**src/rtl/mod_counter_sequencer.sv**
```systemverilog
// Command-driven sequencer for a mod-MOD counter datapath: RUN/STOP/LOAD/CLEAR over valid/ready,
// burst-limited runs counted in whole wraps, registered strobes and status.
module mod_counter_sequencer #(
  parameter int WIDTH   = 4,
  parameter int MOD     = 6,
  parameter int BURST_W = 4
) (
  input  logic               clock,
  input  logic               reset,
  input  logic               cmd_valid,
  output logic               cmd_ready,
  input  logic [1:0]         cmd_op,
  input  logic [WIDTH-1:0]   cmd_arg,
  input  logic [BURST_W-1:0] cmd_bursts,
  input  logic [WIDTH-1:0]   cnt_value,
  output logic               cnt_en,
  output logic               cnt_clr,
  output logic               cnt_load,
  output logic [WIDTH-1:0]   cnt_load_val,
  output logic               busy,
  output logic               done,
  output logic               wrap_pulse,
  output logic [BURST_W-1:0] wraps_done,
  output logic               err
);

  typedef enum logic [1:0] {
    ST_IDLE = 2'd0,
    ST_RUN  = 2'd1,
    ST_DONE = 2'd2
  } state_e;

  localparam logic [1:0] OP_RUN   = 2'b00;
  localparam logic [1:0] OP_STOP  = 2'b01;
  localparam logic [1:0] OP_LOAD  = 2'b10;
  localparam logic [1:0] OP_CLEAR = 2'b11;

  localparam int TERM_I = MOD - 1;
  localparam int ONE_I  = 1;
  localparam logic [WIDTH-1:0]   TERM    = TERM_I[WIDTH-1:0];
  localparam logic [WIDTH:0]     MOD_EXT = MOD[WIDTH:0];
  localparam logic [BURST_W-1:0] ONE_B   = ONE_I[BURST_W-1:0];
  localparam logic [BURST_W-1:0] ZERO_B  = {BURST_W{1'b0}};

  state_e               state_q, state_d;
  logic [BURST_W-1:0]   target_q, target_d;
  logic [BURST_W-1:0]   wraps_q, wraps_d;
  logic                 cnt_en_q, cnt_en_d;
  logic                 cnt_clr_q, cnt_clr_d;
  logic                 cnt_load_q, cnt_load_d;
  logic [WIDTH-1:0]     load_val_q, load_val_d;
  logic                 busy_q, busy_d;
  logic                 done_q, done_d;
  logic                 wrap_pulse_q, wrap_pulse_d;
  logic                 err_q, err_d;

  logic                 accept_s;
  logic                 wrap_s;
  logic                 final_s;
  logic [BURST_W-1:0]   wraps_inc_s;
  logic                 arg_bad_s;

  assign cmd_ready   = ~(cnt_load_q | cnt_clr_q);
  assign accept_s    = cmd_valid & cmd_ready;
  assign wrap_s      = cnt_en_q & (cnt_value == TERM);
  assign wraps_inc_s = wraps_q + ONE_B;
  assign final_s     = wrap_s & (target_q != ZERO_B) & (wraps_inc_s == target_q);
  assign arg_bad_s   = ({1'b0, cmd_arg} >= MOD_EXT);

  // Next-state, wrap accounting and command decode; CLEAR is applied last so it overrides a final wrap.
  always_comb begin
    state_d      = state_q;
    target_d     = target_q;
    wraps_d      = wraps_q;
    cnt_clr_d    = 1'b0;
    cnt_load_d   = 1'b0;
    load_val_d   = load_val_q;
    err_d        = 1'b0;
    wrap_pulse_d = wrap_s;

    if (wrap_s) begin
      wraps_d = wraps_inc_s;
      if (final_s) begin
        state_d = ST_DONE;
      end else begin
        state_d = state_q;
      end
    end else begin
      wraps_d = wraps_q;
    end

    if (accept_s) begin
      case (cmd_op)
        OP_RUN: begin
          if (state_q == ST_RUN) begin
            err_d = 1'b1;
          end else begin
            state_d  = ST_RUN;
            wraps_d  = ZERO_B;
            target_d = cmd_bursts;
          end
        end
        OP_STOP: begin
          if ((state_q == ST_RUN) && !final_s) begin
            state_d = ST_IDLE;
          end else begin
            state_d = state_d;
          end
        end
        OP_LOAD: begin
          if (state_q == ST_RUN) begin
            err_d = 1'b1;
          end else begin
            state_d    = ST_IDLE;
            cnt_load_d = 1'b1;
            load_val_d = arg_bad_s ? {WIDTH{1'b0}} : cmd_arg;
            err_d      = arg_bad_s;
          end
        end
        OP_CLEAR: begin
          state_d   = ST_IDLE;
          cnt_clr_d = 1'b1;
          wraps_d   = ZERO_B;
        end
        default: begin
          state_d = state_d;
        end
      endcase
    end else begin
      err_d = 1'b0;
    end

    cnt_en_d = (state_d == ST_RUN);
    busy_d   = (state_d == ST_RUN);
    done_d   = (state_d == ST_DONE);
  end

  // State and registered outputs; reset drops cnt_en at once but never strobes a clear.
  always_ff @(posedge clock or posedge reset) begin
    if (reset) begin
      state_q      <= ST_IDLE;
      target_q     <= {BURST_W{1'b0}};
      wraps_q      <= {BURST_W{1'b0}};
      cnt_en_q     <= 1'b0;
      cnt_clr_q    <= 1'b0;
      cnt_load_q   <= 1'b0;
      load_val_q   <= {WIDTH{1'b0}};
      busy_q       <= 1'b0;
      done_q       <= 1'b0;
      wrap_pulse_q <= 1'b0;
      err_q        <= 1'b0;
    end else begin
      state_q      <= state_d;
      target_q     <= target_d;
      wraps_q      <= wraps_d;
      cnt_en_q     <= cnt_en_d;
      cnt_clr_q    <= cnt_clr_d;
      cnt_load_q   <= cnt_load_d;
      load_val_q   <= load_val_d;
      busy_q       <= busy_d;
      done_q       <= done_d;
      wrap_pulse_q <= wrap_pulse_d;
      err_q        <= err_d;
    end
  end

  assign cnt_en       = cnt_en_q;
  assign cnt_clr      = cnt_clr_q;
  assign cnt_load     = cnt_load_q;
  assign cnt_load_val = load_val_q;
  assign busy         = busy_q;
  assign done         = done_q;
  assign wrap_pulse   = wrap_pulse_q;
  assign wraps_done   = wraps_q;
  assign err          = err_q;

endmodule

```
**config.mk**
```make
export PLATFORM = sky130hd
export DESIGN_NAME = mod_counter_sequencer
export DESIGN_NICKNAME = d
export VERILOG_FILES = /design/src/rtl/mod_counter_sequencer.sv
export SDC_FILE = /design/constraint.sdc
export NUM_CORES = 1
export LEC_CHECK = 0
export ABC_AREA = 0
export CAP_MARGIN = 20
export CELL_PAD_IN_SITES_DETAIL_PLACEMENT = 0
export CELL_PAD_IN_SITES_GLOBAL_PLACEMENT = 2
export CORE_ASPECT_RATIO = 0.7
export CORE_MARGIN = 4
export CORE_UTILIZATION = 29
export CTS_BUF_LIST = sky130_fd_sc_hd__clkbuf_2
export DETAILED_ROUTE_END_ITERATION = 10
export GPL_TIMING_DRIVEN = 0
export HOLD_SLACK_MARGIN = 0.15
export PLACE_DENSITY_LB_ADDON = 0.1
export SYNTH_ARGS = -nofsm -noshare
export SYNTH_HDL_FRONTEND = slang
export SYNTH_SLANG_ARGS = --single-unit
```
**constraint.sdc**
```tcl
create_clock -name clock -period 2 [get_ports clock]
set_input_delay 0.2 -clock clock [delete_from_list [all_inputs] [get_ports clock]]
set_output_delay 0.2 -clock clock [all_outputs]
set_load 0.005 [all_outputs]
```
==> flow_summary.html, run 1 <==
<table>
<tr><th>Metric</th><th>Value</th></tr>
<tr><th colspan="2">Yosys</th></tr>
<tr><td>Library cell with the highest instance count after synthesis</td><td>sky130_fd_sc_hd__dfrtp_1</td></tr>
<tr><td>Area of the mapped netlist</td><td>1010 sq um</td></tr>
<tr><td>Mux contribution to synthesized area</td><td>6.41%</td></tr>
<tr><td>Post-Syn Area per Cell</td><td>11.3 sq um</td></tr>
<tr><td>Synthesis Warnings</td><td>0</td></tr>
<tr><td>Number of synthesized register bits</td><td>20</td></tr>
<tr><td>Count of mapped cells out of synthesis</td><td>90</td></tr>
<tr><td>Fraction of post-synthesis cell area in the top cell type by area</td><td>49.3%</td></tr>
<tr><td>Fraction of the yosys area taken by sequential cells</td><td>49.3%</td></tr>
<tr><td>Share of flip-flops with an asynchronous set or reset after synthesis</td><td>100%</td></tr>
<tr><td>Primary flip-flop cell chosen by synthesis mapping</td><td>sky130_fd_sc_hd__dfrtp_1</td></tr>
<tr><td>Largest cells by area after synthesis</td><td>sky130_fd_sc_hd__dfrtp_1, sky130_fd_sc_hd__ha_1, sky130_fd_sc_hd__mux2_1</td></tr>
<tr><td>Library cell occupying the most area in the post-synthesis netlist</td><td>sky130_fd_sc_hd__dfrtp_1</td></tr>
<tr><td>Share of synthesized cell area in full adder, half adder and majority cells</td><td>6.17%</td></tr>
<tr><td>Post-Synth Simple-Gate Area</td><td>19.0%</td></tr>
<tr><td>Number of distinct library cells after synthesis</td><td>29</td></tr>
<tr><td>Combinational family with the most area after synthesis</td><td>simple AND/OR/NAND/NOR gates</td></tr>
<tr><td>Count of flip-flops with a built-in enable after synthesis</td><td>0</td></tr>
<tr><td>Synthesized netlist net count</td><td>112</td></tr>
<tr><td>Xor and xnor area share after synthesis</td><td>8.38%</td></tr>
<tr><td>Synthesized-area fraction occupied by ao, oa, aoi and oai cells</td><td>8.14%</td></tr>
<tr><td>Ranking of synthesized cells by instance count</td><td>sky130_fd_sc_hd__dfrtp_1, sky130_fd_sc_hd__nand2_1, sky130_fd_sc_hd__nor2_1, sky130_fd_sc_hd__ha_1, sky130_fd_sc_hd__inv_1</td></tr>
<tr><th colspan="2">Worst hold path</th></tr>
<tr><td>Path class of the lowest-slack min-delay path</td><td>primary input to asynchronous set/reset pin</td></tr>
<tr><th colspan="2">Die</th></tr>
<tr><td>Floorplan Core Area</td><td>3250 sq um</td></tr>
<tr><td>Floorplan row count</td><td>17</td></tr>
<tr><td>Chip height</td><td>57.5 microns</td></tr>
<tr><td>Count of pins on the block boundary</td><td>33</td></tr>
<tr><td>Die area</td><td>4520 sq um</td></tr>
<tr><td>Starting density of the core</td><td>31.2%</td></tr>
<tr><td>Die width</td><td>78.7 microns</td></tr>
<tr><th colspan="2">STA</th></tr>
<tr><td>Maximum clock frequency</td><td>531 MHz</td></tr>
<tr><td>Worst clock skew</td><td>6.01 ps</td></tr>
<tr><td>Min Tclk post-route</td><td>1880 ps</td></tr>
<tr><td>Hold slack final</td><td>285 ps</td></tr>
<tr><td>Slew of the pin with the lowest slew margin</td><td>750 ps</td></tr>
<tr><td>Unrepaired setup endpoints after global routing</td><td>false</td></tr>
<tr><td>Slew headroom</td><td>49.9%</td></tr>
<tr><td>Aggregate negative setup slack</td><td>0 ps</td></tr>
<tr><td>Number of pins with negative max-slew slack in the final report</td><td>0</td></tr>
<tr><td>Portion of the clock cycle consumed by the worst path in the final layout</td><td>94.1%</td></tr>
<tr><td>Final Hold Violating Endpoints</td><td>0</td></tr>
<tr><td>Setup-failing EPs final</td><td>0</td></tr>
<tr><th colspan="2">Place</th></tr>
<tr><td>Cell Count Post-Placement</td><td>169</td></tr>
<tr><td>Half-perimeter wire length of the detailed placement result</td><td>1.70 mm</td></tr>
<tr><td>Count of buffers from port buffering</td><td>32</td></tr>
<tr><td>Routability congestion estimate</td><td>0.777</td></tr>
<tr><td>Cell area after placement</td><td>1390 sq um</td></tr>
<tr><th colspan="2">Route</th></tr>
<tr><td>Final ANT Viol Nets</td><td>0</td></tr>
<tr><td>TritonRoute pass-1 iters</td><td>5</td></tr>
<tr><td>Number of vias in the routed layout</td><td>736</td></tr>
<tr><td>DR DRC count</td><td>0</td></tr>
<tr><td>Aggregate routed wire length</td><td>2.11 mm</td></tr>
<tr><td>Average detailed-routed wire length per instance</td><td>12.2 microns</td></tr>
<tr><td>Via-to-Cell Ratio</td><td>4.25</td></tr>
<tr><td>Number of DRC violations after detailed-routing iteration 0</td><td>12</td></tr>
<tr><th colspan="2">Critical path</th></tr>
<tr><td>Data arrival at the endpoint of the critical path</td><td>2120 ps</td></tr>
<tr><td>Startpoint kind of the worst setup timing path</td><td>flop</td></tr>
<tr><td>Crit Path Category</td><td>flop to flop</td></tr>
<tr><td>Slowest library cell on the worst path</td><td>sky130_fd_sc_hd__dfrtp_1</td></tr>
<tr><td>Cell-by-cell listing of the critical path</td><td>ha_1, xor3_1, nor3_2, and4_4, o21a_1, nor2_1</td></tr>
<tr><td>Peak fanout along the critical path</td><td>5</td></tr>
<tr><td>Worst path required time</td><td>2240 ps</td></tr>
<tr><td>Element type at the critical path end</td><td>flop</td></tr>
<tr><td>Largest incremental delay on the critical path</td><td>500 ps</td></tr>
<tr><td>Number of cell instances on the worst register-to-register path</td><td>6</td></tr>
<tr><th colspan="2">CTS</th></tr>
<tr><td>CTS Buf Count</td><td>3</td></tr>
<tr><td>CTS resizes</td><td>0</td></tr>
<tr><td>Maximum clock path buffer count</td><td>2</td></tr>
<tr><td>Clock input transition at the sequential cells of the worst setup and hold paths</td><td>190 ps</td></tr>
<tr><td>Clk sink count</td><td>20</td></tr>
<tr><td>Number of buffers inserted by post-CTS setup repair</td><td>0</td></tr>
<tr><td>Skew-Pair Late Insertion Delay</td><td>320 ps</td></tr>
<tr><td>Clock tree root buffer cell</td><td>sky130_fd_sc_hd__clkbuf_2</td></tr>
<tr><td>Clock tree from TritonCTS</td><td>done</td></tr>
<tr><td>CTS Hold Bufs</td><td>0</td></tr>
<tr><td>Total number of H-tree levels</td><td>1</td></tr>
<tr><th colspan="2">Global route</th></tr>
<tr><td>Largest net degree at the start of global routing</td><td>21</td></tr>
<tr><td>Overall overflow remaining after global route</td><td>0</td></tr>
<tr><td>Global router's overall resource usage</td><td>9.80%</td></tr>
<tr><td>Initial antenna violation count</td><td>0</td></tr>
<tr><td>First-pass GRT wire length</td><td>3.39 mm</td></tr>
<tr><td>Number of global-route vias before repair</td><td>702</td></tr>
<tr><th colspan="2">Pwr</th></tr>
<tr><td>Leakage dissipation</td><td>0.633 nW</td></tr>
<tr><td>Overall power after layout</td><td>0.00109 W</td></tr>
<tr><td>Ratio of total power to cell area</td><td>755 nW/um^2</td></tr>
<tr><td>Maximum ir drop on the vdd rail</td><td>0.540 mV</td></tr>
<tr><th colspan="2">Finish</th></tr>
<tr><td>Fill cell instance count of the final layout</td><td>317</td></tr>
<tr><td>Fraction of layout cells with a size suffix above 1</td><td>9.52%</td></tr>
<tr><td>Finished Layout Cells</td><td>173</td></tr>
<tr><td>Fin nets</td><td>149</td></tr>
<tr><td>Area delta synth-&gt;final</td><td>41.8%</td></tr>
<tr><td>Diode count</td><td>0</td></tr>
<tr><td>Fin area</td><td>1440 sq um</td></tr>
<tr><th colspan="2">Outcome</th></tr>
<tr><td>Outcome</td><td>complete, no violations</td></tr>
<tr><th colspan="2">Flow run</th></tr>
<tr><td>Max_cap viols</td><td>0</td></tr>
</table>
-- per-stage QoR --
stage,setup WS (ps),utilization (%)
after global placement,126,42.8
after CTS,103,44.2
after detailed placement,87.8,42.8
after floorplan,305,-
after global routing,37.5,44.2
final,118,44.2
-- power breakdown --
group / leakage, nW / internal, W / switching (W)
combinational: 0.342 / 0.000171 / 0.000107
sequential: 0.264 / 0.000461 / 0.0000494
clock: 0.0266 / 0.000173 / 0.000126
total: 0.633 / 0.000804 / 0.000283
-- area by class of cell --
class	count	area [sq um]	share of cell area [%]
well taps	47	58.8	4.09
flip-flops and latches	20	500	34.8
plain buffers	1	7.51	0.522
clock inverters	1	30.0	2.09
inverters	5	18.8	1.30
clock buffers	3	15.0	1.04
multi-input cells	64	488	33.9
repair buffers	32	320	22.3
-- routing by layer --
metal / GRT usage (%) / routed length (microns) / vias to the layer above
met1: 14.2 / 1130 / 326
met3: 4.73 / 186 / 2
li1: - / - / 380
met4: 2.24 / 14 / 0
met5: 0 / 0 / -
met2: 12.9 / 777 / 28
-- worst max-delay path: cells and delay by family (launching register included) --
kind | cells | cell delay (ps)
flops | 1 | 500
simple gates | 3 | 500
xor+xnor | 1 | 370
fa+ha+maj | 1 | 270
compound gates | 1 | 150
-- flip-flops by register name, summed over array words and instances (netlist names) --
name,flops
wraps_done,4
target_q,4
busy,1
cnt_load,1
wrap_pulse,1
cnt_clr,1
done,1
state_q,2
err,1
cnt_load_val,4
-- final timing paths --
path / end / slack (ps) / startpoint
min reg2reg: cnt_load_val[2] / 510 / cnt_load_val[2]
max in group asynchronous: wraps_done[2] / 1250 / reset
min: cnt_load_val[3] / 290 / reset
min in group clock: cnt_load_val[0] / 410 / cmd_arg[0]
max reg2reg: busy / 120 / wraps_done[0]
max: busy / 120 / wraps_done[0]
-- cell usage in the layout (no fill, tap or decap), types with 2 or more instances in the layout --
master	instances
sky130_fd_sc_hd__xor2_1	3
sky130_fd_sc_hd__inv_1	5
sky130_fd_sc_hd__xnor2_1	4
sky130_fd_sc_hd__o21ai_1	2
sky130_fd_sc_hd__nand3_1	4
sky130_fd_sc_hd__clkbuf_2	3
sky130_fd_sc_hd__clkdlybuf4s50_1	32
sky130_fd_sc_hd__mux2i_1	2
sky130_fd_sc_hd__nand2b_1	4
sky130_fd_sc_hd__o21ai_0	2
sky130_fd_sc_hd__a21oi_1	2
sky130_fd_sc_hd__ha_1	5
sky130_fd_sc_hd__mux2_1	4
sky130_fd_sc_hd__nor4_1	2
sky130_fd_sc_hd__nor2_1	6
sky130_fd_sc_hd__nand2_1	10
sky130_fd_sc_hd__and2_1	2
sky130_fd_sc_hd__dfrtp_1	20
-- kinds of logic after synthesis --
| group | Yosys count |
|---|---|
| AOI/OAI and AO/OA | 12 |
| DFF | 20 |
| and+or+nand+nor | 33 |
| adders and majority gates | 5 |
| xor gates and xnor gates | 8 |
| muxes | 6 |
| buffers and inverters | 6 |
(Power assumes the default switching activity.)
==> run 2: changes to the inputs <==
--- a/config.mk
+++ b/config.mk
@@ -17,6 +17,7 @@
 export GPL_TIMING_DRIVEN = 0
 export HOLD_SLACK_MARGIN = 0.15
 export PLACE_DENSITY_LB_ADDON = 0.1
+export SETUP_SLACK_MARGIN = 0.3
 export SYNTH_ARGS = -nofsm -noshare
 export SYNTH_HDL_FRONTEND = slang
 export SYNTH_SLANG_ARGS = --single-unit
==> flow_summary.html, run 2 (synthesized netlist as in run 1, its figures left out) <==
<table>
<tr><th>Metric</th><th>Value</th></tr>
<tr><th colspan="2">Route</th></tr>
<tr><td>DR DRC count</td><td>0</td></tr>
<tr><td>Number of vias in the routed layout</td><td>738</td></tr>
<tr><td>Aggregate routed wire length</td><td>2.11 mm</td></tr>
<tr><td>TritonRoute pass-1 iters</td><td>6</td></tr>
<tr><td>Average detailed-routed wire length per instance</td><td>12.0 microns</td></tr>
<tr><td>Number of DRC violations after detailed-routing iteration 0</td><td>14</td></tr>
<tr><td>Via-to-Cell Ratio</td><td>4.22</td></tr>
<tr><td>Final ANT Viol Nets</td><td>0</td></tr>
<tr><th colspan="2">CTS</th></tr>
<tr><td>Clock tree from TritonCTS</td><td>done</td></tr>
<tr><td>CTS Buf Count</td><td>3</td></tr>
<tr><td>Skew-Pair Late Insertion Delay</td><td>320 ps</td></tr>
<tr><td>CTS Hold Bufs</td><td>0</td></tr>
<tr><td>Clk sink count</td><td>20</td></tr>
<tr><td>Maximum clock path buffer count</td><td>2</td></tr>
<tr><td>Clock tree root buffer cell</td><td>sky130_fd_sc_hd__clkbuf_2</td></tr>
<tr><td>Total number of H-tree levels</td><td>1</td></tr>
<tr><td>Clock input transition at the sequential cells of the worst setup and hold paths</td><td>190 ps</td></tr>
<tr><th colspan="2">STA</th></tr>
<tr><td>Setup-failing EPs final</td><td>0</td></tr>
<tr><td>Final Hold Violating Endpoints</td><td>0</td></tr>
<tr><td>Portion of the clock cycle consumed by the worst path in the final layout</td><td>81.1%</td></tr>
<tr><td>Slew of the pin with the lowest slew margin</td><td>766 ps</td></tr>
<tr><td>Slew headroom</td><td>48.9%</td></tr>
<tr><td>Number of pins with negative max-slew slack in the final report</td><td>0</td></tr>
<tr><td>Min Tclk post-route</td><td>1620 ps</td></tr>
<tr><td>Hold slack final</td><td>293 ps</td></tr>
<tr><td>Unrepaired setup endpoints after global routing</td><td>false</td></tr>
<tr><td>Maximum clock frequency</td><td>617 MHz</td></tr>
<tr><td>Aggregate negative setup slack</td><td>0 ps</td></tr>
<tr><td>Worst clock skew</td><td>4.48 ps</td></tr>
<tr><th colspan="2">Finish</th></tr>
<tr><td>Fill cell instance count of the final layout</td><td>319</td></tr>
<tr><td>Fraction of layout cells with a size suffix above 1</td><td>12.5%</td></tr>
<tr><td>Most common cell after layout, fill and taps aside</td><td>sky130_fd_sc_hd__clkdlybuf4s50_1</td></tr>
<tr><td>Area delta synth-&gt;final</td><td>44.6%</td></tr>
<tr><td>Fin nets</td><td>151</td></tr>
<tr><td>Diode count</td><td>0</td></tr>
<tr><td>Most used cells in the layout excluding fill and tap cells</td><td>sky130_fd_sc_hd__clkdlybuf4s50_1, sky130_fd_sc_hd__dfrtp_1, sky130_fd_sc_hd__nand2_1</td></tr>
<tr><th colspan="2">Critical path</th></tr>
<tr><td>Slowest library cell on the worst path</td><td>sky130_fd_sc_hd__clkdlybuf4s50_1</td></tr>
<tr><td>Worst path required time</td><td>1800 ps</td></tr>
<tr><td>Worst path buffer plus inverter count</td><td>1</td></tr>
<tr><td>Element type at the critical path end</td><td>primary output</td></tr>
<tr><td>Startpoint kind of the worst setup timing path</td><td>flop</td></tr>
<tr><td>Largest incremental delay on the critical path</td><td>520 ps</td></tr>
<tr><td>Data arrival at the endpoint of the critical path</td><td>1420 ps</td></tr>
<tr><td>Cell-by-cell listing of the critical path</td><td>nor2_1, clkdlybuf4s50_1</td></tr>
<tr><td>CP top delay family</td><td>buffers and inverters</td></tr>
<tr><td>Peak fanout along the critical path</td><td>3</td></tr>
<tr><td>Crit Path Category</td><td>flop to primary output</td></tr>
<tr><th colspan="2">Die</th></tr>
<tr><td>Die area</td><td>4520 sq um</td></tr>
<tr><td>Floorplan Core Area</td><td>3250 sq um</td></tr>
<tr><td>Chip height</td><td>57.5 microns</td></tr>
<tr><td>Starting density of the core</td><td>31.2%</td></tr>
<tr><td>Floorplan row count</td><td>17</td></tr>
<tr><td>Die width</td><td>78.7 microns</td></tr>
<tr><td>Count of pins on the block boundary</td><td>33</td></tr>
<tr><th colspan="2">Global route</th></tr>
<tr><td>Largest net degree at the start of global routing</td><td>21</td></tr>
<tr><td>Global router's overall resource usage</td><td>9.97%</td></tr>
<tr><td>Overall overflow remaining after global route</td><td>0</td></tr>
<tr><td>First-pass GRT wire length</td><td>3.45 mm</td></tr>
<tr><td>Initial antenna violation count</td><td>0</td></tr>
<tr><td>Number of global-route vias before repair</td><td>718</td></tr>
<tr><th colspan="2">Pwr</th></tr>
<tr><td>Leakage dissipation</td><td>0.640 nW</td></tr>
<tr><td>Maximum ir drop on the vdd rail</td><td>0.541 mV</td></tr>
<tr><td>Ratio of total power to cell area</td><td>748 nW/um^2</td></tr>
<tr><th colspan="2">Flow run</th></tr>
<tr><td>Max_cap viols</td><td>0</td></tr>
<tr><th colspan="2">Place</th></tr>
<tr><td>Half-perimeter wire length of the detailed placement result</td><td>1.70 mm</td></tr>
<tr><td>Count of buffers from port buffering</td><td>32</td></tr>
<tr><td>Routability congestion estimate</td><td>0.777</td></tr>
<tr><th colspan="2">Outcome</th></tr>
<tr><td>Outcome</td><td>complete, no violations</td></tr>
<tr><th colspan="2">Worst hold path</th></tr>
<tr><td>Path class of the lowest-slack min-delay path</td><td>primary input to asynchronous set/reset pin</td></tr>
</table>
-- run 2: changes by cell type in the layout (fill, tap and decap cells not counted) --
cell | before | now
sky130_fd_sc_hd__dfrtp_1 | 20 | 19
sky130_fd_sc_hd__dfrtp_2 | 0 | 1
sky130_fd_sc_hd__buf_4 | 1 | 3
sky130_fd_sc_hd__ha_4 | 0 | 1
sky130_fd_sc_hd__ha_1 | 5 | 4
-- run 2: where the power goes --
part	switching, W	internal (W)	total, W
clock network	0.000126	0.000173	0.000299
logic	0.000113	0.000177	0.000290
registers	0.0000471	0.000462	0.000509
total	0.000286	0.000811	0.00110
-- run 2: final cells by class --
class	instances	area [sq um]	area share, %
flip-flops and latches	20	502	34.2
multi-input cells	64	500	34.1
repair buffers	34	335	22.8
well taps	47	58.8	4.01
clock inverters	1	30.0	2.05
inverters	5	18.8	1.28
clock buffers	3	15.0	1.02
plain buffers	1	7.51	0.512
-- run 2: timing repair --
action	4_1_cts	5_1_grt
setup endpoints to repair	4	3
buffers inserted	2	0
pin swaps	3	2
gates resized for setup	2	1
-- run 2: through the flow --
| stage | utilization, % | total power [W] | area [sq um] | setup WS (ps) | std cells |
|---|---|---|---|---|---|
| detailed placement | 42.8 | 0.000802 | 1390 | 87.8 | 169 |
| global placement | 42.8 | 0.000795 | 1390 | 126 | 169 |
| finish | 45.1 | 0.00110 | 1470 | 378 | 175 |
| floorplan | - | 0.000669 | 1010 | 305 | 90 |
| CTS | 44.8 | 0.00111 | 1460 | 336 | 175 |
| global route | 45.1 | 0.00116 | 1470 | 303 | 175 |
-- run 2: path summary, 6_finish.rpt --
| check | from | endpoint | slack, ps | cells past startpoint |
|---|---|---|---|---|
| setup / recovery | cnt_load | cmd_ready | 380 | 2 |
| hold / removal | reset | cnt_load_val[3] | 290 | 2 |
| setup reg to reg | wraps_done[0] | busy | 390 | 6 |
| hold reg to reg | cnt_load_val[2] | cnt_load_val[2] | 510 | 2 |
| max in group asynchronous | reset | wraps_done[0] | 1190 | 2 |
| min in group clock | cmd_arg[0] | cnt_load_val[0] | 410 | 3 |
-- run 2: layer usage --
metal	share of wire (%)	up-vias	global-route usage [%]	wire length, microns
li1	-	385	-	-
met1	53	323	14.4	1120
met2	37	28	13.2	785
met3	9.0	2	4.89	189
met4	0.66	0	2.24	14
met5	0	-	0	0
==> run 3: changes to the inputs <==
==> constraint.sdc (replaced) <==
create_clock -name clock -period 1.6 [get_ports clock]
set_input_delay 0.16 -clock clock [delete_from_list [all_inputs] [get_ports clock]]
set_output_delay 0.16 -clock clock [all_outputs]
set_load 0.005 [all_outputs]
==> flow_summary.html, run 3 (synthesized netlist as in run 1, its figures left out) <==
<table>
<tr><th>Metric</th><th>Value</th></tr>
<tr><th colspan="2">Outcome</th></tr>
<tr><td>Outcome</td><td>complete, no violations</td></tr>
<tr><th colspan="2">STA</th></tr>
<tr><td>Slew headroom</td><td>47.3%</td></tr>
<tr><td>Portion of the clock cycle consumed by the worst path in the final layout</td><td>97.3%</td></tr>
<tr><td>Number of pins with negative max-slew slack in the final report</td><td>0</td></tr>
<tr><td>Maximum clock frequency</td><td>642 MHz</td></tr>
<tr><td>Worst clock skew</td><td>3.73 ps</td></tr>
<tr><td>Slew of the pin with the lowest slew margin</td><td>790 ps</td></tr>
<tr><td>Hold slack final</td><td>264 ps</td></tr>
<tr><td>Min Tclk post-route</td><td>1560 ps</td></tr>
<tr><td>Unrepaired setup endpoints after global routing</td><td>true</td></tr>
<tr><td>Setup-failing EPs final</td><td>0</td></tr>
<tr><td>Aggregate negative setup slack</td><td>0 ps</td></tr>
<tr><td>Final Hold Violating Endpoints</td><td>0</td></tr>
<tr><th colspan="2">Die</th></tr>
<tr><td>Die width</td><td>78.7 microns</td></tr>
<tr><td>Die area</td><td>4520 sq um</td></tr>
<tr><td>Floorplan row count</td><td>17</td></tr>
<tr><td>Count of pins on the block boundary</td><td>33</td></tr>
<tr><td>Starting density of the core</td><td>31.2%</td></tr>
<tr><td>Chip height</td><td>57.5 microns</td></tr>
<tr><td>Floorplan Core Area</td><td>3250 sq um</td></tr>
<tr><th colspan="2">CTS</th></tr>
<tr><td>Skew-Pair Late Insertion Delay</td><td>310 ps</td></tr>
<tr><td>Total number of H-tree levels</td><td>1</td></tr>
<tr><td>Clock input transition at the sequential cells of the worst setup and hold paths</td><td>190 ps</td></tr>
<tr><td>CTS Buf Count</td><td>3</td></tr>
<tr><td>CTS Hold Bufs</td><td>0</td></tr>
<tr><td>Maximum clock path buffer count</td><td>2</td></tr>
<tr><td>Clock tree root buffer cell</td><td>sky130_fd_sc_hd__clkbuf_2</td></tr>
<tr><td>Clock tree from TritonCTS</td><td>done</td></tr>
<tr><td>Clk sink count</td><td>20</td></tr>
<tr><th colspan="2">Finish</th></tr>
<tr><td>Fin nets</td><td>162</td></tr>
<tr><td>Area delta synth-&gt;final</td><td>59.3%</td></tr>
<tr><td>Diode count</td><td>0</td></tr>
<tr><td>Fill cell instance count of the final layout</td><td>307</td></tr>
<tr><td>Fraction of layout cells with a size suffix above 1</td><td>33.8%</td></tr>
<tr><td>Most used cells in the layout excluding fill and tap cells</td><td>sky130_fd_sc_hd__dfrtp_1, sky130_fd_sc_hd__clkdlybuf4s50_1, sky130_fd_sc_hd__dlygate4sd2_1</td></tr>
<tr><td>Most common cell after layout, fill and taps aside</td><td>sky130_fd_sc_hd__dfrtp_1</td></tr>
<tr><th colspan="2">Place</th></tr>
<tr><td>Routability congestion estimate</td><td>0.742</td></tr>
<tr><td>Count of buffers from port buffering</td><td>32</td></tr>
<tr><td>Half-perimeter wire length of the detailed placement result</td><td>1.68 mm</td></tr>
<tr><th colspan="2">Global route</th></tr>
<tr><td>Number of global-route vias before repair</td><td>766</td></tr>
<tr><td>Initial antenna violation count</td><td>0</td></tr>
<tr><td>Global router's overall resource usage</td><td>11.0%</td></tr>
<tr><td>Overall overflow remaining after global route</td><td>0</td></tr>
<tr><td>First-pass GRT wire length</td><td>3.85 mm</td></tr>
<tr><td>Largest net degree at the start of global routing</td><td>21</td></tr>
<tr><th colspan="2">Route</th></tr>
<tr><td>TritonRoute pass-1 iters</td><td>4</td></tr>
<tr><td>Number of DRC violations after detailed-routing iteration 0</td><td>28</td></tr>
<tr><td>Number of vias in the routed layout</td><td>792</td></tr>
<tr><td>DR DRC count</td><td>0</td></tr>
<tr><td>Via-to-Cell Ratio</td><td>4.26</td></tr>
<tr><td>Aggregate routed wire length</td><td>2.37 mm</td></tr>
<tr><td>Final ANT Viol Nets</td><td>0</td></tr>
<tr><td>Average detailed-routed wire length per instance</td><td>12.8 microns</td></tr>
<tr><th colspan="2">Worst hold path</th></tr>
<tr><td>Path class of the lowest-slack min-delay path</td><td>primary input to asynchronous set/reset pin</td></tr>
<tr><th colspan="2">Flow run</th></tr>
<tr><td>Max_cap viols</td><td>0</td></tr>
<tr><th colspan="2">Critical path</th></tr>
<tr><td>Worst path required time</td><td>1830 ps</td></tr>
<tr><td>Element type at the critical path end</td><td>flop</td></tr>
<tr><td>Largest incremental delay on the critical path</td><td>480 ps</td></tr>
<tr><td>Cell-by-cell listing of the critical path</td><td>ha_4, xor2_1, nor3_2, and4_4, o21a_1, nor2_2</td></tr>
<tr><td>Data arrival at the endpoint of the critical path</td><td>1790 ps</td></tr>
<tr><td>Slowest library cell on the worst path</td><td>sky130_fd_sc_hd__dfrtp_2</td></tr>
<tr><td>CP top delay family</td><td>flip-flops</td></tr>
<tr><td>Startpoint kind of the worst setup timing path</td><td>flop</td></tr>
<tr><td>Peak fanout along the critical path</td><td>4</td></tr>
<tr><td>Worst path buffer plus inverter count</td><td>0</td></tr>
<tr><td>Crit Path Category</td><td>flop to flop</td></tr>
<tr><th colspan="2">Pwr</th></tr>
<tr><td>Leakage dissipation</td><td>0.781 nW</td></tr>
<tr><td>Maximum ir drop on the vdd rail</td><td>0.448 mV</td></tr>
<tr><td>Ratio of total power to cell area</td><td>808 nW/um^2</td></tr>
</table>
run 3: path summary, 6_finish.rpt:
kind                                 startpoint               to  slack, ps  cells past startpoint
max in group asynchronous                 reset    wraps_done[0]        800                      2
worst max register to register    wraps_done[1]             busy         40                      6
worst min register to register  cnt_load_val[2]  cnt_load_val[2]        530                      2
worst min-delay path                      reset              err        260                      2
min in group clock                   cmd_arg[0]  cnt_load_val[0]        370                      3
worst max-delay path              wraps_done[1]             busy         40                      6
run 3: final cells by class:
type | count | area [sq um] | share of cell area, %
multi-input cells | 64 | 604 | 37.4
well taps | 47 | 58.8 | 3.64
clock buffers | 4 | 20.0 | 1.24
repair buffers | 45 | 403 | 24.9
inverters | 5 | 18.8 | 1.16
plain buffers | 1 | 7.51 | 0.464
flip-flops and latches | 20 | 504 | 31.2
run 3: power breakdown:
group / internal [W] / leakage, nW / switching, W
clock network: 0.0000662 / 0.0166 / 0.000159
logic: 0.000265 / 0.505 / 0.000177
registers: 0.000577 / 0.260 / 0.0000619
total: 0.000908 / 0.781 / 0.000398
run 3: repair_timing:
item	4_1_cts	5_1_grt
buffers inserted	8	5
pin swaps	4	15
setup endpoints to repair	33	21
gates resized for setup	26	20
run 3: through the flow:
stage | instance area (sq um) | worst slack, ps | utilization [%] | cells | total power, W
floorplan | 1040 | 145 | - | 90 | 0.000864
global placement | 1420 | -258 | 43.8 | 169 | 0.00102
detailed placement | 1420 | -303 | 43.8 | 169 | 0.00103
CTS | 1530 | 64.0 | 47.0 | 181 | 0.00130
global route | 1620 | -29.6 | 49.7 | 186 | 0.00140
finish | 1620 | 43.0 | 49.7 | 186 | 0.00131
run 3: worst register-to-register path: stages, from the launching register on:
cell and delay, ps:
sky130_fd_sc_hd__dfrtp_2 480, sky130_fd_sc_hd__ha_4 250, sky130_fd_sc_hd__xor2_1 140, sky130_fd_sc_hd__nor3_2 140, sky130_fd_sc_hd__and4_4 250, sky130_fd_sc_hd__o21a_1 150
sky130_fd_sc_hd__nor2_2 50
run 3: routing by layer:
metal / global-route usage [%] / vias to the layer above / wire length, microns
met5: 0 / - / 0
li1: - / 407 / -
met1: 16.4 / 360 / 1280
met4: 1.50 / 0 / 11
met2: 14.6 / 23 / 894
met3: 5.21 / 2 / 184
